==> config.mk <==
export PLATFORM = sky130hd
export DESIGN_NAME = sfr_update_arbiter
export DESIGN_NICKNAME = d
export VERILOG_FILES = /design/src/rtl/sfr_update_arbiter_pkg.sv /design/src/rtl/sfr_rr_arbiter.sv /design/src/rtl/sfr_update_arbiter.sv
export SDC_FILE = /design/constraint.sdc
export NUM_CORES = 1
export LEC_CHECK = 0
export CAP_MARGIN = 20
export CELL_PAD_IN_SITES_DETAIL_PLACEMENT = 0
export CELL_PAD_IN_SITES_GLOBAL_PLACEMENT = 2
export CORE_MARGIN = 10
export CORE_UTILIZATION = 22
export CTS_BUF_LIST = sky130_fd_sc_hd__clkbuf_16
export CTS_CLUSTER_DIAMETER = 60
export CTS_CLUSTER_SIZE = 20
export DETAILED_ROUTE_END_ITERATION = 8
export PLACE_DENSITY_LB_ADDON = 0.1
export SYNTH_ARGS = -nofsm -noshare
export SYNTH_HDL_FRONTEND = slang
export SYNTH_SLANG_ARGS = --single-unit
==> constraint.sdc <==
create_clock -name clock -period 6.9 [get_ports clock]
set_input_delay 1.38 -clock clock [delete_from_list [all_inputs] [get_ports clock]]
set_output_delay 1.38 -clock clock [all_outputs]
set_load 0.01 [all_outputs]
==> src/rtl/sfr_update_arbiter_pkg.sv <==
// Shared definitions for SFR owner blocks: FSM state encoding, priority modes
// and the index-width helper used to size source indices.
package sfr_update_arbiter_pkg;

  typedef enum logic {
    SFR_ST_IDLE   = 1'b0,
    SFR_ST_LOCKED = 1'b1
  } sfr_state_e;

  localparam int PRIO_FIXED = 0;
  localparam int PRIO_RR    = 1;

  function automatic int idx_width(input int n);
    return (n > 1) ? $clog2(n) : 1;
  endfunction

endpackage

==> src/rtl/sfr_rr_arbiter.sv <==
// Combinational request arbiter: fixed (lowest index) or round-robin search
// starting at rr_ptr; produces a one-hot grant plus its encoded index.
module sfr_rr_arbiter
  import sfr_update_arbiter_pkg::*;
#(
  parameter int NUM_SRC   = 4,
  parameter int PRIO_MODE = PRIO_FIXED,
  parameter int IDXW      = idx_width(NUM_SRC)
) (
  input  logic [NUM_SRC-1:0] req,
  input  logic [IDXW-1:0]    rr_ptr,
  output logic [NUM_SRC-1:0] gnt,
  output logic [IDXW-1:0]    gnt_idx,
  output logic               gnt_any
);

  always_comb begin
    int base;
    int cand;
    logic [IDXW-1:0] cand_idx;
    gnt      = '0;
    gnt_idx  = '0;
    gnt_any  = 1'b0;
    cand     = 0;
    cand_idx = '0;
    base     = (PRIO_MODE == PRIO_RR) ? int'(rr_ptr) : 0;
    for (int o = 0; o < NUM_SRC; o++) begin
      cand = base + o;
      if (cand >= NUM_SRC) cand = cand - NUM_SRC;
      cand_idx = IDXW'(cand);
      if (!gnt_any && req[cand_idx]) begin
        gnt[cand_idx] = 1'b1;
        gnt_idx       = cand_idx;
        gnt_any       = 1'b1;
      end
    end
  end

endmodule

==> src/rtl/sfr_update_arbiter.sv <==
// Execute-stage owner of one status SFR: arbitrates masked read-modify-write
// sources, with stall and a bounded multi-cycle atomic lock.
module sfr_update_arbiter
  import sfr_update_arbiter_pkg::*;
#(
  parameter int                  DATA_WIDTH = 8,
  parameter int                  NUM_SRC    = 4,
  parameter int                  PRIO_MODE  = PRIO_FIXED,
  parameter int                  LOCK_MAX   = 4,
  parameter logic [DATA_WIDTH-1:0] RESET_VAL = '0,
  localparam int                 IDXW       = idx_width(NUM_SRC)
) (
  input  logic                          clock,
  input  logic                          reset,
  input  logic                          stall,
  input  logic [NUM_SRC-1:0]            src_valid,
  input  logic [NUM_SRC-1:0]            src_lock,
  input  logic [NUM_SRC*DATA_WIDTH-1:0] src_mask,
  input  logic [NUM_SRC*DATA_WIDTH-1:0] src_data,
  output logic [NUM_SRC-1:0]            src_ready,
  output logic [DATA_WIDTH-1:0]         sfr_q,
  output logic                          upd_valid,
  output logic [IDXW-1:0]               upd_idx,
  output logic                          upd_changed
);

  localparam int CNTW = idx_width(LOCK_MAX);

  sfr_state_e             state_q, state_d;
  logic [IDXW-1:0]        owner_q, owner_d;
  logic [IDXW-1:0]        rr_ptr_q, rr_ptr_d;
  logic [CNTW-1:0]        lock_cnt_q, lock_cnt_d;
  logic [NUM_SRC-1:0]     req, gnt, owner_oh;
  logic [IDXW-1:0]        gnt_idx;
  logic                   gnt_any;
  logic [DATA_WIDTH-1:0]  mask_k, data_k, sfr_d;
  logic                   lock_last;

  function automatic logic [IDXW-1:0] wrap_inc(input logic [IDXW-1:0] v);
    return (int'(v) == NUM_SRC - 1) ? '0 : v + 1'b1;
  endfunction

  // While locked only the owner may compete; stall masks every request.
  always_comb begin
    owner_oh = NUM_SRC'(1) << owner_q;
    if (stall)                       req = '0;
    else if (state_q == SFR_ST_LOCKED) req = src_valid & owner_oh;
    else                             req = src_valid;
  end

  sfr_rr_arbiter #(
    .NUM_SRC   (NUM_SRC),
    .PRIO_MODE (PRIO_MODE),
    .IDXW      (IDXW)
  ) u_arb (
    .req     (req),
    .rr_ptr  (rr_ptr_q),
    .gnt     (gnt),
    .gnt_idx (gnt_idx),
    .gnt_any (gnt_any)
  );

  assign src_ready = gnt;
  assign mask_k    = src_mask[gnt_idx*DATA_WIDTH +: DATA_WIDTH];
  assign data_k    = src_data[gnt_idx*DATA_WIDTH +: DATA_WIDTH];
  assign sfr_d     = (sfr_q & ~mask_k) | (data_k & mask_k);
  assign lock_last = (lock_cnt_q == CNTW'(LOCK_MAX - 1));

  always_comb begin
    state_d    = state_q;
    owner_d    = owner_q;
    lock_cnt_d = lock_cnt_q;
    rr_ptr_d   = rr_ptr_q;
    if (!stall) begin
      case (state_q)
        SFR_ST_IDLE: begin
          if (gnt_any) begin
            if (PRIO_MODE == PRIO_RR) rr_ptr_d = wrap_inc(gnt_idx);
            if (src_lock[gnt_idx]) begin
              state_d    = SFR_ST_LOCKED;
              owner_d    = gnt_idx;
              lock_cnt_d = '0;
            end
          end
        end
        SFR_ST_LOCKED: begin
          // Timeout wins over the owner's request to keep the lock.
          if (lock_last || (gnt_any && !src_lock[owner_q])) begin
            state_d = SFR_ST_IDLE;
            if (PRIO_MODE == PRIO_RR) rr_ptr_d = wrap_inc(owner_q);
          end else begin
            lock_cnt_d = lock_cnt_q + 1'b1;
          end
        end
        default: state_d = SFR_ST_IDLE;
      endcase
    end
  end

  always_ff @(posedge clock or posedge reset) begin
    if (reset) begin
      state_q     <= SFR_ST_IDLE;
      owner_q     <= '0;
      rr_ptr_q    <= '0;
      lock_cnt_q  <= '0;
      sfr_q       <= RESET_VAL;
      upd_valid   <= 1'b0;
      upd_idx     <= '0;
      upd_changed <= 1'b0;
    end else begin
      state_q    <= state_d;
      owner_q    <= owner_d;
      rr_ptr_q   <= rr_ptr_d;
      lock_cnt_q <= lock_cnt_d;
      upd_valid  <= gnt_any;
      if (gnt_any) begin
        sfr_q       <= sfr_d;
        upd_idx     <= gnt_idx;
        upd_changed <= (sfr_d != sfr_q);
      end
    end
  end

endmodule

Word level (Yosys, flattened, before mapping)
Index checks and enable logic that the tools add are counted.
Storage, ports and cells
  bits in registers: 17
  input port bits: 75
  output and inout port bits: 16
  word-level logic and storage cells: 60
Operators by class
  add/sub/neg operators: 1
  order comparisons: 2
  equality and inequality tests: 5
  shift-type cells: 3
  muxes and demuxes: 24
  bitwise operators: 7
  reduce and logical (&&, ||, !) cells: 11
Operator list (number)
  32-bit by 6-bit variable part select with 8-bit output: 2
  8-bit AND: 2
  1-bit 2-to-1 mux: 13
  2-bit 2-to-1 mux: 5
  4-bit 2-to-1 mux: 2
  8-bit inequality test: 1
  8-bit NOT: 1
  8-bit bitwise OR: 1
  4-bit AND reduction: 2
  2-bit by 3-bit < comparator with 1-bit output, second input constant: 2
  2-bit inequality test, second input constant: 3
  4-bit AND: 1
  1-bit binary-select mux with 2-bit select: 2
  1-bit logical AND: 4
  1-bit logical NOT: 4
  2-bit case mux with 2 select lines: 1
  1-bit by 2-bit left shift with 4-bit output, first input constant: 1
  2-bit by 1-bit adder with 2-bit output, second input constant: 1
  2-bit equality test, second input constant: 1
  1-bit NOT: 2
  1-bit case mux with 2 select lines: 1
  1-bit logical OR: 1

Depth between registers and ports, before layout
Gate-level depths: netlist of the first run.
  word-level depth: 19
  gate-level depth with buffers: 11
  depth with buffers taken out: 10

Cells and area by module
Synthesis of the first run repeated with hierarchy kept, for this count alone.
Second synthesis, totals
  cells, all modules: 112
  area total of the unflattened synthesis: 1361.3 sq um
By module, submodules not included
  sfr_update_arbiter: times used 1, cells each 101, area each 1300.0 sq um, sequential area each 425.4 sq um
  sfr_rr_arbiter: times used 1, cells each 11, area each 61.3 sq um, sequential area each 0.0 sq um

Worst setup path after synthesis of the first run
Ideal clock, no wire load.
  kind: input to output
  from: input src_valid[1]
  to: output src_ready[3]
  arrival: 2.234 ns
  data required time: 5.520 ns
  slack: 3.286 ns
  cell stages on the path: 5
  buffers on the path: 2
  cells stage by stage: o21bai_1 > o211a_1 > and3_1 > buf_6 > buf_6
Between the ends
  word-level cells in the longest chain between the ends: 11
Ends and longest elaborated chain
  start, declared: line sfr_update_arbiter.sv:16  | input logic [NUM_SRC-1:0] src_valid,
  4-bit AND: line sfr_update_arbiter.sv:47  | else if (state_q == SFR_ST_LOCKED) req = src_valid & owner_oh;
  4-bit 2-to-1 mux (*): line sfr_update_arbiter.sv:47
  4-bit 2-to-1 mux (*): line sfr_update_arbiter.sv:46  | if (stall) req = '0;
  1-bit logical AND (*): line sfr_rr_arbiter.sv:31  | if (!gnt_any && req[cand_idx]) begin
  1-bit 2-to-1 mux (*): line sfr_rr_arbiter.sv:31
  1-bit logical NOT: line sfr_rr_arbiter.sv:31
  1-bit logical AND: line sfr_rr_arbiter.sv:31
  1-bit 2-to-1 mux (*): line sfr_rr_arbiter.sv:31
  1-bit logical NOT (*): line sfr_rr_arbiter.sv:31
  1-bit logical AND (*): line sfr_rr_arbiter.sv:31
  1-bit 2-to-1 mux (*): line sfr_rr_arbiter.sv:31
  end, declared: line sfr_update_arbiter.sv:20  | output logic [NUM_SRC-1:0] src_ready,
Mark *: on every way between the ends. The rest lies on a longest branch, timed or not.

Final worst setup path of the first run
Ends and elaborated chain as after synthesis.

==> metrics.txt, run 1 <==
outcome finished, final reports clean; worst reg-to-reg path cell count 8; Tot GR Track Use 10.7%; share of synthesized flip-flops with an asynchronous set or reset 100%; synthesized-area fraction occupied by adder cells 0.803%; number of buffers inserted during clock tree synthesis 3; cell row count 30; slowest stage cell on the critical path sky130_fd_sc_hd__clkdlybuf4s50_1; fraction of layout instances using a drive strength above 1 roughly 5.3%; residual antenna-violating net count after detailed routing 0; number of buffers inserted by post-CTS setup repair 0; clock tree from TritonCTS yes; pin count of the biggest net entering global routing 23; Fin. Hold Viols 0; post-layout min period 5.12 ns; fraction of power consumed by the clock network 16.3%; mux cell area share after synthesis 17.0%; Ports 91; Seq pwr share 27.7%; Setup TNS 0 ns; post-layout instance count excluding filler cells 360; number of nets produced by synthesis 255; Max VDD drop 0.0997 mV; share of the synthesized area in compound gates (AO/OA/AOI/OAI) 29.6%; Most used DFF post-synth sky130_fd_sc_hd__dfrtp_1; final layout net count 341; Inst Count DP between 300 and 400; worst stage delay on the critical path 0.68 ns; synthesized area per cell 8.71 um2; CTS max path bufs 2; final standard cell area without fillers 2600 um2; class of the most critical hold timing path reg2reg; layout overhead on the synthesized area 66.6%; share of synthesized area occupied by flip-flops and latches 27.3%; drt total wl 5950 um; die outline height about 100 um; required arrival time at the worst endpoint 5.52 ns; routed len/inst 16.5 um; clock latency reported for the late side of the worst-skew pair 0.25 ns; total vias in the final route 1659; leading cell types by total area after synthesis sky130_fd_sc_hd__dfrtp_1 (27%), sky130_fd_sc_hd__mux2i_1 (8.3%), sky130_fd_sc_hd__a22oi_1 (6.7%); kind of critical path in2out; Routability Congestion between 0.7 and 0.8; leakage power of the design 0.000993 uW; total of cells resized after clock tree synthesis 0; most frequently used cell type in the post-synthesis netlist sky130_fd_sc_hd__dfrtp_1; Synth top area share 27.3%; switching power share of the total 39.9%; number of warnings reported in the yosys synthesis log 0; # clock sinks 17; max-cap check violation count 0; # H-tree levels 1; minimum setup slack in the final design 1.78 ns; cell-internal power between 400 and 500 uW; combinational family with the most area after synthesis compound AO/OA/AOI/OAI gates; worst clock skew on the final layout 0.00174 ns; power density over the cells ~290 nW/um2; worst-case headroom to the max-slew limit 27.4%; ranking of synthesized cells by instance count sky130_fd_sc_hd__dfrtp_1 (17), sky130_fd_sc_hd__nand2_1 (16), sky130_fd_sc_hd__a22oi_1 (14), sky130_fd_sc_hd__mux2i_1 (13), sky130_fd_sc_hd__nor2_1 (13); # setup viols final 0; Pre-Repair DR Iteration Count 4; setup slack of the worst register-to-register path between 3 and 4 ns; hpwl dp 4740 um; number of global-route vias before repair about 1800; RSZ-0062 raised after global routing false; arrival time at the worst endpoint between 3 and 4 ns; cell area after synthesis around 1600 um2; hold path cells 2; maximum fanout encountered on the critical timing path 17; achievable clock frequency 195 MHz; Std-Cell Core Area 6830 um2; count of inserted antenna diode cells 0; number of synthesized register bits 17; die area about 11000 um2; CP Launch Type input port; hold slack 0.527 ns; critical-path cell list clkdlybuf4s50_1 -> o21bai_1 -> o211a_1 -> and3_1 -> clkdlybuf4s50_1; cell taking the most area after synthesis sky130_fd_sc_hd__dfrtp_1; clk root buf sky130_fd_sc_hd__clkbuf_16; number of distinct standard cells referenced by the synthesized netlist 46; global-route wire length before repair 9520 um; cell mode on critical path sky130_fd_sc_hd__clkdlybuf4s50_1; dpl cell area ~2500 um2; die span in x 104 um; Reg clk slew, reported paths 0.06 ns; number of flops mapped to enable cells by yosys 0; Gate Count Post-Synth 179; overall overflow remaining after global route 0; drt initial violations 43; xor/xnor cell area share of the yosys netlist 2.81%; fraction of the cycle the final worst path needs around three quarters; switching power total 296 uW; DRC violation count after routing 0; worst setup timing slack at the placement stage between 1.5 and 2 ns; quantity of I/O buffers inserted on ports 90; effective utilization at floorplan 22.8%; type of destination of the critical path output port; antenna violations before repair 0; simple-gate area share of the yosys netlist 16.5%; part of the total power dissipated in combinational logic ~56%; max-slew violation count 0; Worst-Margin Slew 1.09 ns; count of hold-fix buffers inserted at cts 0; via/cell ratio about 4.6
-- registers in the layout (all words and copies together) (netlist names) --
name and cells:
lock_cnt_q 2, upd_idx 2, upd_valid 1, owner_q 2, upd_changed 1, sfr_q 8, state_q 1
-- worst max-delay path: cells and delay by family --
kind / cells / cell delay (ns)
AOI/OAI and AO/OA: 2 / 0.56
buffers and inverters: 2 / 1.16
and+or+nand+nor: 1 / 0.64
-- power by group through the flow --
stage	sequential [uW]	combinational, uW	clock (uW)
finish	205	415	121
global route	215	462	127
CTS	206	426	126
detailed placement	207	423	0
global placement	208	426	0
floorplan	193	263	0
-- metal layers --
metal | part of all wire [%] | track usage, %
met5 | 0 | 0
met1 | 44 | 12.5
met3 | 7.1 | 4.03
met2 | 48 | 18.3
met4 | 0.30 | 1.49
-- cells by family after synthesis --
group,after synthesis
buf+inv,16
mux,23
fa+ha+maj,1
compound gates,68
xor+xnor,5
simple gates,49
flops,17
-- placed cells by master, fill, tap and decap left out, types with 3 or more instances in the layout --
master,instances
sky130_fd_sc_hd__clkdlybuf4s50_1,90
sky130_fd_sc_hd__dfrtp_1,17
sky130_fd_sc_hd__nand2_1,16
sky130_fd_sc_hd__a22oi_1,14
sky130_fd_sc_hd__nor2_1,13
sky130_fd_sc_hd__mux2i_1,13
sky130_fd_sc_hd__o21ai_0,10
sky130_fd_sc_hd__o21ai_1,10
sky130_fd_sc_hd__a21oi_1,9
sky130_fd_sc_hd__mux2_1,8
sky130_fd_sc_hd__inv_1,6
sky130_fd_sc_hd__nor2b_1,5
sky130_fd_sc_hd__xor2_1,5
sky130_fd_sc_hd__and3_1,4
sky130_fd_sc_hd__a31oi_1,3
sky130_fd_sc_hd__a22o_1,3
sky130_fd_sc_hd__clkbuf_16,3
-- area by class of cell --
type | instances | area (um2)
clock inverters | 1 | 5.00
clock buffers | 3 | 75.1
multi-input cells | 146 | 1040
inverters | 6 | 22.5
flip-flops and latches | 17 | 425
repair buffers | 91 | 908
well taps | 96 | 120
fillers | 733 | 4230
-- worst paths after layout --
path	endpoint	startpoint
hold / removal	lock_cnt_q[1]	lock_cnt_q[1]
setup reg to reg	upd_changed	state_q
hold reg to reg	lock_cnt_q[1]	lock_cnt_q[1]
min in group asynchronous	upd_valid	reset
max in group asynchronous	lock_cnt_q[1]	reset
setup / recovery	src_ready[3]	src_valid[1]
-- through the flow --
step                power (uW)  util (%)
global placement           634      36.8
CTS                        757      38.0
global route               803      38.0
detailed placement         630      36.8
finish                     741      38.0
floorplan                  455         -
Note: power is estimated with default switching activity, not from simulation.
==> inputs of run 2 (changes only) <==
CORE_UTILIZATION = 18   (was 22)
clock period = 4.48 ns   (was 6.9 ns; I/O delays follow)
==> metrics.txt, run 2 (synthesis results as in run 1) <==
buffering stage count on the worst path with inverters included 2 (unchanged); Fin. Hold Viols 0 (unchanged); type of destination of the critical path output port (unchanged); routed len/inst 17.8 um (was 16.5 um); residual antenna-violating net count after detailed routing 0 (unchanged); hold path cells 2 (unchanged); CP Launch Type input port (unchanged); Setup TNS 0 ns (unchanged); Worst-Margin Slew 0.708 ns (was 1.09 ns); leading cell types in the layout, fill and taps excluded sky130_fd_sc_hd__clkdlybuf4s50_1 (90), sky130_fd_sc_hd__dfrtp_1 (17), sky130_fd_sc_hd__nand2_1 (16), sky130_fd_sc_hd__a22oi_1 (14) (unchanged); antenna violations before repair 0 (unchanged); register with the most flip-flops sfr_q (unchanged); Routability Congestion 0.700 (was 0.725); class of the most critical hold timing path reg2reg (unchanged); # H-tree levels 1 (unchanged); die area 12800 um2 (was 10900 um2); number of flip-flops in the largest register 8 (unchanged); number of buffers inserted during clock tree synthesis 3 (unchanged); outcome finished, final reports clean (unchanged); DRC violation count after routing 0 (unchanged); clock latency reported for the late side of the worst-skew pair 0.25 ns (about the same); number of global-route vias before repair 1907 (was 1815); beginning of the critical path src_valid[1] (unchanged); critical-path cell list clkdlybuf4s50_1 -> o21bai_1 -> o211a_1 -> and3_1 -> clkdlybuf4s50_1 (unchanged); Pre-Repair DR Iteration Count 4 (unchanged); Reg clk slew, reported paths 0.05 ns (was 0.06 ns); arrival time at the worst endpoint 2.76 ns (was 3.74 ns); final standard cell utilization of the core 31.5% (was 38.0%); RSZ-0062 raised after global routing false (unchanged); maximum fanout encountered on the critical timing path 6 (was 17); worst hold path startpoint lock_cnt_q[1] (unchanged); clk root buf sky130_fd_sc_hd__clkbuf_16 (unchanged); # setup viols final 0 (unchanged); kind of critical path in2out (unchanged); final layout net count 344 (was 341); post-layout instance count excluding filler cells 372 (was 360); count of hold-fix buffers inserted at cts 0 (unchanged); via/cell ratio 4.56 (was 4.61); Max VDD drop 0.130 mV (was 0.0997 mV); achievable clock frequency 274 MHz; Top Family by Delay on Critical Path buffers and inverters (unchanged); cell row count 33 (was 30); leakage power of the design 0.00101 uW (was 0.000993 uW); cell mode on critical path sky130_fd_sc_hd__clkdlybuf4s50_1 (unchanged); layout overhead on the synthesized area 68.8% (was 66.6%); Ports 91 (unchanged); total of cells resized after clock tree synthesis 0 (unchanged); number of buffers inserted by post-CTS setup repair 0 (unchanged); worst reg-to-reg path cell count 8 (unchanged); CTS max path bufs 2 (unchanged); drt total wl 6620 um (was 5950 um); quantity of I/O buffers inserted on ports 90 (unchanged); overall overflow remaining after global route 0 (unchanged); count of inserted antenna diode cells 0 (unchanged); slowest stage cell on the critical path sky130_fd_sc_hd__clkdlybuf4s50_1 (unchanged); hpwl dp 5380 um (was 4740 um); Tot GR Track Use 10.0% (was 10.7%); post-layout min period 3.65 ns; setup slack of the worst register-to-register path 1.43 ns (was 3.56 ns); global-route wire length before repair 10500 um (was 9520 um); worst stage delay on the critical path 0.58 ns (was 0.68 ns); max-slew violation count 0 (unchanged); effective utilization at floorplan 18.7% (was 22.8%); pin count of the biggest net entering global routing 18 (was 23); fraction of the cycle the final worst path needs about 80%; # clock sinks 17 (unchanged); endpoint with the worst hold slack lock_cnt_q[1] (unchanged); Inst Count DP 368 (was 356); worst-case headroom to the max-slew limit 52.6% (was 27.4%); max-cap check violation count 0 (unchanged); die span in x 113 um (was 104 um); required arrival time at the worst endpoint 3.58 ns (was 5.52 ns); clock tree from TritonCTS yes (unchanged); Std-Cell Core Area 8340 um2 (was 6830 um2); drt initial violations 71 (was 43); power density over the cells 441 nW/um2 (was 285 nW/um2); die outline height 113 um (was 104 um); most common cell after layout, fill and taps aside sky130_fd_sc_hd__clkdlybuf4s50_1 (unchanged); worst clock skew on the final layout 0.00218 ns (was 0.00174 ns); end of the worst register-to-register path upd_changed (unchanged); launch instance of the worst register-to-register path state_q (unchanged); total vias in the final route 1697 (was 1659); filler instances 910 (was 733); fraction of layout instances using a drive strength above 1 6.37% (was 5.30%)
==> run 2: changes by cell type in the layout (fill, tap and decap cells not counted) <==
cell	delta
sky130_fd_sc_hd__buf_4	+3
==> run 2: cell type report <==
cell class,instances,area [um2],area share (%)
inverters,6,22.5,0.856
repair buffers,94,931,35.4
clock inverters,1,5.00,0.190
multi-input cells,146,1040,39.6
well taps,105,131,4.99
flip-flops and latches,17,425,16.2
clock buffers,3,75.1,2.85
==> run 2: tightest hold or removal path: cells and delay by family, from the launching register on <==
family	cells	cell delay (ns)
DFF	1	0.38
buffers and inverters	1	0.05
muxes	1	0.06
==> run 2: per-stage QoR <==
| stage | setup slack [ns] | area (um2) | hold slack [ns] | total power [uW] |
|---|---|---|---|---|
| global route | 0.567 | 2630 | 0.561 | 1270 |
| global placement | 0.568 | 2550 | 0.521 | 999 |
| finish | 0.829 | 2630 | 0.540 | 1160 |
| CTS | 0.824 | 2630 | 0.536 | 1180 |
| detailed placement | 0.577 | 2550 | 0.523 | 991 |
| floorplan | 1.67 | 1560 | 0.494 | 702 |
==> run 2: how the worst max path moves through the flow <==
stage	slack [ns]	to	cells past startpoint
2_1_floorplan	1.67	upd_changed	8
3_5_place_dp	0.58	upd_changed	9
3_3_place_gp	0.57	upd_changed	9
4_1_cts	0.82	src_ready[3]	5
5_1_grt	0.57	upd_changed	9
6_report	0.83	src_ready[3]	5
==> run 2: per-layer routing <==
layer	up-vias	global-route usage [%]	wire length, um
li1	850	-	-
met1	785	12.7	3030
met2	60	15.4	2930
met3	2	4.49	629
met4	0	2.03	25
met5	-	0	0
==> run 2: power breakdown <==
group	switching [uW]	internal [uW]	leakage [uW]	total [uW]
clock network	62.9	120	0.0000409	182
logic	309	349	0.000765	657
registers	96.2	224	0.000203	320
==> inputs of run 3 (changes only) <==
clock period = 3.25 ns   (was 4.48 ns; I/O delays follow)
==> metrics.txt, run 3 (synthesis results as in run 1) <==
class of the most critical hold timing path reg2reg (unchanged); endpoint with the worst hold slack lock_cnt_q[1] (unchanged); final layout net count 360 (was 344); slowest stage cell on the critical path sky130_fd_sc_hd__clkdlybuf4s50_1 (unchanged); arrival time at the worst endpoint 2.40 ns (was 2.76 ns); number of global-route vias before repair 1899 (was 1907); CP Launch Type input port (unchanged); global-route wire length before repair 10300 um (was 10500 um); residual antenna-violating net count after detailed routing 0 (unchanged); required arrival time at the worst endpoint 2.60 ns (was 3.58 ns); buffering stage count on the worst path with inverters included 3 (was 2); drt initial violations 51 (was 71); worst stage delay on the critical path 0.54 ns (was 0.58 ns); leakage power of the design 0.00110 uW (was 0.00101 uW); maximum fanout encountered on the critical timing path 5 (was 6); # H-tree levels 1 (unchanged); hpwl dp 5580 um (was 5380 um); achievable clock frequency 328 MHz; register with the most flip-flops sfr_q (unchanged); clock tree from TritonCTS yes (unchanged); area of the multi-input gates 1050 um2 (was 1040 um2); Pre-Repair DR Iteration Count 4 (unchanged); Tot GR Track Use 9.92% (was 10.0%); die span in x 113 um (unchanged); pin count of the biggest net entering global routing 18 (unchanged); cell mode on critical path sky130_fd_sc_hd__clkdlybuf4s50_1 (unchanged); antenna violations before repair 0 (unchanged); cell-internal power 1020 uW (was 692 uW); most common cell after layout, fill and taps aside sky130_fd_sc_hd__clkdlybuf4s50_1 (unchanged); Seq pwr share 25.7% (was 27.6%); setup slack of the worst register-to-register path 0.51 ns (was 1.43 ns); die area 12800 um2 (unchanged); clk root buf sky130_fd_sc_hd__clkbuf_16 (unchanged); post-layout min period 3.05 ns; drt total wl 6660 um (was 6620 um); part of the total power dissipated in combinational logic 59.2% (was 56.7%); Std-Cell Core Area 8340 um2 (unchanged); routed len/inst 17.2 um (was 17.8 um); worst reg-to-reg path cell count 9 (was 8); leading cell types in the layout, fill and taps excluded sky130_fd_sc_hd__clkdlybuf4s50_1 (90), sky130_fd_sc_hd__dfrtp_1 (17), sky130_fd_sc_hd__buf_4 (17), sky130_fd_sc_hd__nand2_1 (16), sky130_fd_sc_hd__a22oi_1 (14) (was sky130_fd_sc_hd__clkdlybuf4s50_1 (90), sky130_fd_sc_hd__dfrtp_1 (17), sky130_fd_sc_hd__nand2_1 (16), sky130_fd_sc_hd__a22oi_1 (14)); Setup TNS 0 ns (unchanged); via/cell ratio 4.51 (was 4.56); quantity of I/O buffers inserted on ports 90 (unchanged); worst hold path startpoint lock_cnt_q[1] (unchanged); end of the worst register-to-register path upd_changed (unchanged); Reg clk slew, reported paths 0.05 ns (about the same); Ports 91 (unchanged); switching power share of the total 39.2% (was 40.3%); total vias in the final route 1748 (was 1697); max-cap check violation count 0 (unchanged); fraction of layout instances using a drive strength above 1 12.0% (was 6.37%); hold path cells 2 (unchanged); launch instance of the worst register-to-register path owner_q[0] (was state_q); number of buffers inserted by post-CTS setup repair 0 (unchanged); power density over the cells 602 nW/um2 (was 441 nW/um2); # setup viols final 0 (unchanged); die outline height 113 um (unchanged); effective utilization at floorplan 18.7% (unchanged); worst setup timing slack at the placement stage -0.0704 ns (was 0.577 ns); DRC violation count after routing 0 (unchanged); Fin. Hold Viols 0 (unchanged); outcome finished, final reports clean (unchanged); max-slew violation count 0 (unchanged); overall overflow remaining after global route 0 (unchanged); filler instances 892 (was 910); Routability Congestion 0.765 (was 0.700); Max VDD drop 0.189 mV (was 0.130 mV); cell row count 33 (unchanged); fraction of the cycle the final worst path needs 93.8%; switching power total 660 uW (was 468 uW); clock latency reported for the late side of the worst-skew pair 0.25 ns (about the same); minimum setup slack in the final design 0.201 ns (was 0.829 ns); critical-path cell list clkdlybuf4s50_1 -> o21bai_2 -> o211a_1 -> buf_4 -> and3_1 -> clkdlybuf4s50_1 (was clkdlybuf4s50_1 -> o21bai_1 -> o211a_1 -> and3_1 -> clkdlybuf4s50_1); number of buffers inserted during clock tree synthesis 3 (unchanged); kind of critical path in2out (unchanged); type of destination of the critical path output port (unchanged); RSZ-0062 raised after global routing false (unchanged); count of inserted antenna diode cells 0 (unchanged); Top Family by Delay on Critical Path buffers and inverters (unchanged); fraction of power consumed by the clock network 15.2% (was 15.7%); # clock sinks 17 (unchanged); number of flip-flops in the largest register 8 (unchanged); combined flip-flop and latch cell area 425 um2 (unchanged); worst clock skew on the final layout 0.00292 ns (was 0.00218 ns); CTS max path bufs 2 (unchanged); Worst-Margin Slew 0.755 ns (was 0.708 ns); worst-case headroom to the max-slew limit 49.6% (was 52.6%); layout overhead on the synthesized area 79.1% (was 68.8%)
[run 3: stage by stage]
stage | std cells | hold slack [ns] | power, uW | cell area (um2) | util [%]
3_5_place_dp | 384 | 0.526 | 1450 | 2710 | 32.5
3_3_place_gp | 384 | 0.517 | 1450 | 2710 | 32.5
6_report | 388 | 0.529 | 1680 | 2790 | 33.5
4_1_cts | 388 | 0.536 | 1710 | 2790 | 33.4
5_1_grt | 388 | 0.561 | 1830 | 2790 | 33.5
2_1_floorplan | 179 | 0.494 | 967 | 1560 | -
[run 3: timing repair]
action                     4_1_cts  5_1_grt
resized for setup                0        2
hold buffers                     0        0
setup endpoints to repair        0        2
[run 3: worst reg2reg max path, stage by stage (launching register included)]
cell and delay (ns):
sky130_fd_sc_hd__dfrtp_1 0.60, sky130_fd_sc_hd__mux2i_4 0.33, sky130_fd_sc_hd__o211ai_2 0.14, sky130_fd_sc_hd__nor3_4 0.35
sky130_fd_sc_hd__buf_12 0.18, sky130_fd_sc_hd__mux2i_1 0.25, sky130_fd_sc_hd__o211ai_1 0.10, sky130_fd_sc_hd__and3_1 0.21
sky130_fd_sc_hd__a2111oi_2 0.32, sky130_fd_sc_hd__a31oi_1 0.12
[run 3: power groups by stage]
stage | registers, uW | clock network [uW] | logic [uW]
floorplan | 410 | 0 | 557
global placement | 438 | 0 | 1010
detailed placement | 438 | 0 | 1010
CTS | 436 | 262 | 1020
global route | 453 | 270 | 1100
finish | 431 | 255 | 995
[run 3: how the worst max path moves through the flow]
| stage | cells after the start | start | endpoint |
|---|---|---|---|
| after global routing | 10 | src_valid[1] | upd_changed |
| after global placement | 10 | src_valid[0] | upd_changed |
| final | 6 | src_valid[1] | src_ready[2] |
| after detailed placement | 10 | src_valid[0] | upd_changed |
| after CTS | 5 | src_valid[0] | src_ready[3] |
| after floorplan | 8 | src_valid[1] | upd_changed |
[run 3: metal layers]
metal  part of all wire, %  GRT usage, %
met5                     0             0
met4                  0.47          1.78
met3                   8.9          4.44
met2                    46          15.8
met1                    45          12.1
[run 3: cell type report]
type / instances / area share (%)
well taps: 105 / 4.70
flip-flops and latches: 17 / 15.2
clock buffers: 3 / 2.69
clock inverters: 1 / 0.134
multi-input cells: 146 / 37.5
inverters: 6 / 0.806
repair buffers: 110 / 39.0
==> RTL edit, RTL diff (config.mk and constraints of run 3) <==
Reset style: synchronous (`reset`), changed in one clocked block.
--- a/src/rtl/sfr_update_arbiter.sv
+++ b/src/rtl/sfr_update_arbiter.sv
@@ -97,7 +97,7 @@
     end
   end
 
-  always_ff @(posedge clock or posedge reset) begin
+  always_ff @(posedge clock) begin
     if (reset) begin
       state_q     <= SFR_ST_IDLE;
       owner_q     <= '0;
Behaviour: differs if reset is asserted again (counterexample within 4 cycles, from zero or initial values and one cycle with reset high); with reset held inactive, the same outputs for 10 cycles.
==> RTL edit against run 3 <==
- non-clock buffer count down 1
- die area down 5.2%
- global-route usage up 0.21 points
- design area down 5.3%
- wire length down 3.8%
- sequential cell count unchanged
- count of clock-buffer cells in the layout unchanged
- setup slack worse by 0.0059 ns
- synthesized area down 6.3%
- utilization up 0.38 points
Power is not compared: it rests on default switching activity, and its combinational part moved more than twofold at a synthesized area within 25%.
==> RTL edit: results (changes against run 3) <==
stage;metric;value;unit;change
finish;Top reg by flops;sfr_q;;
global_route;initial antenna violation count;0;;unchanged
detailed_routing;met2 routed wirelength;3.277;mm;+7.7%
worst_setup_path;critical path's largest stage delay;0.58;ns;+0.04 ns
outcome;status;finished clean;;
timing;slew margin rel.;50.87;%;+1.3 points
global_route;number of global-route vias before repair;1819;;-4.2%
detailed_routing;average wire per standard cell;16.64;um;-3.1%
detailed_routing;Pre-antenna DRT Iters;4;;unchanged
worst_setup_path;CP max FO;5;;unchanged
synthesis;Post-synth top cells;20 x nor2_1, 17 x dfxtp_1, 16 x o21ai_0;;
synthesis;Cells after Synth;184;;+2.8%
timing;clk_skew;0.002911;ns;-0.000005360 ns
synthesis;dominant cells by area after synthesis;dfxtp_1 23%, mux2i_1 9.6%, o21ai_0 5.5%;;
worst_hold_path;min-delay worst type;reg2reg;;
finish;antenna cells;0;;unchanged
synthesis;register area share after synthesis;23.31;%;-4.0 points
clock_network;H-Tree Depth;1;;unchanged
global_route;GRT Total Usage;10.13;%;+0.21 points
synthesis;Post-synth ARST share;0;%;-100 points
synthesis;most frequent cell after synthesis;nor2_1;;
detailed_routing;Avg Vias per Cell;4.587;;+1.8%
placed_design;Port Buffers;90;;unchanged
finish;Final nets;360;;unchanged
clock_network;Post-CTS Setup Bufs;0;;unchanged
clock_network;CTS clk-pin slew, worst paths;0.06;ns;
worst_setup_path;WP data arrival;2.41;ns;
finish;max reg flops;8;;unchanged
synthesis;Syn Nets;260;;+2.0%
synthesis;Yosys warnings;0;;unchanged
synthesis;Distinct cells, synth;51;;+11%
global_route;maximum number of pins on one net before global-route repair;17;;-1
pwr;Pleak;0.9757;nW;
detailed_routing;highest layer used for signal routing;met4;;
global_route;first-pass GRT wire length;9.556;mm;-7.5%
finish;share of post-route cells with drive strength above 1;12.01;%;unchanged
placed_design;gpl congestion;0.7241;;-5.3%
pwr;Worst VDD drop;0.0002028;V;
detailed_routing;met3 WL;480;um;-19%
clock_network;root buffer cell;clkbuf_16;;
placed_design;DP Wirelength;5.423;mm;-2.8%
placed_design;placed insts;381;;-0.78%
synthesis;Most used DFF post-synth;dfxtp_1;;
placed_design;Placement Cell Area;0.002559;mm^2;-5.5%
detailed_routing;Routed WL;6.405;mm;-3.8%
clock_network;CTS Buffer Depth;2;;unchanged
detailed_routing;M1 wire length;2.599;mm;-13%
detailed_routing;DR iter-0 viols;52;;+2.0%
RTL edit: cell count changes after synthesis, moves of 5 or more:
cell,run 3,this run
a21oi_1,9,14
a22oi_1,14,4
a32oi_1,0,7
dfrtp_1,17,0
dfxtp_1,0,17
mux2_1,8,0
nand2_1,16,11
nor2_1,13,20
nor3_1,1,6
o21ai_0,10,16
o21ai_1,10,0
RTL edit: per-stage QoR:
| stage | total power [mW] | util, % | setup slack (ns) |
|---|---|---|---|
| 2_1_floorplan | 0.4260 | - | 0.6136 |
| 3_3_place_gp | 0.6255 | 32.77 | -0.1449 |
| 3_5_place_dp | 0.6230 | 32.77 | -0.1521 |
| 4_1_cts | 0.8822 | 33.78 | 0.1042 |
| 5_1_grt | 0.9243 | 33.86 | 0.005396 |
| 6_report | 0.8706 | 33.86 | 0.1947 |
RTL edit: cell families after synthesis:
kind of cell    synth area share, %
buf+inv                       5.741
simple gates                  19.71
flops                         23.31
xor+xnor                      3.599
mux                           14.22
compound gates                32.56
fa+ha+maj                    0.8568
RTL edit: path summary, 6_finish.rpt:
check / startpoint / endpoint / slack, ns / depth (start not counted)
max reg2reg: owner_q[0] / upd_changed / 0.46 / 8
min reg2reg: lock_cnt_q[1] / lock_cnt_q[1] / 0.45 / 2
max: src_valid[0] / src_ready[3] / 0.19 / 5
min: lock_cnt_q[1] / lock_cnt_q[1] / 0.45 / 2
RTL edit: final cells by class:
class,count,area (um^2)
fill,834,5164
timing repair buffer,109,1044
inverter,3,11.26
tap,102,127.6
clock inverter,1,3.754
clock buffer,3,75.07
multi-input combinational,150,1042
sequential,17,340.3
RTL edit: per-layer routing:
layer  vias up  global-route usage (%)
li1        904                       -
met1       816                   11.11
met2        44                   17.91
met3         2                   4.121
met4         0                   2.230
met5         -                       0
RTL edit: report_power, final:
part	internal (mW)	total, mW	switching, mW
combinational	0.213	0.362	0.149
clock	0.164	0.255	0.0915
sequential	0.230	0.253	0.0239
RTL edit: worst register-to-register path: cells and delay by family (launching register included):
kind	cells	cell delay, ns
flip-flops	1	0.52
AO/OA/AOI/OAI	5	1.35
AND/OR/NAND/NOR	1	0.14
multiplexers	2	0.68
RTL edit: timing repair:
| action | in CTS | in global routing |
|---|---|---|
| endpoints found under the hold margin | 0 | 0 |
| gates resized for setup | 0 | 1 |
| endpoints found under the setup margin | 0 | 1 |
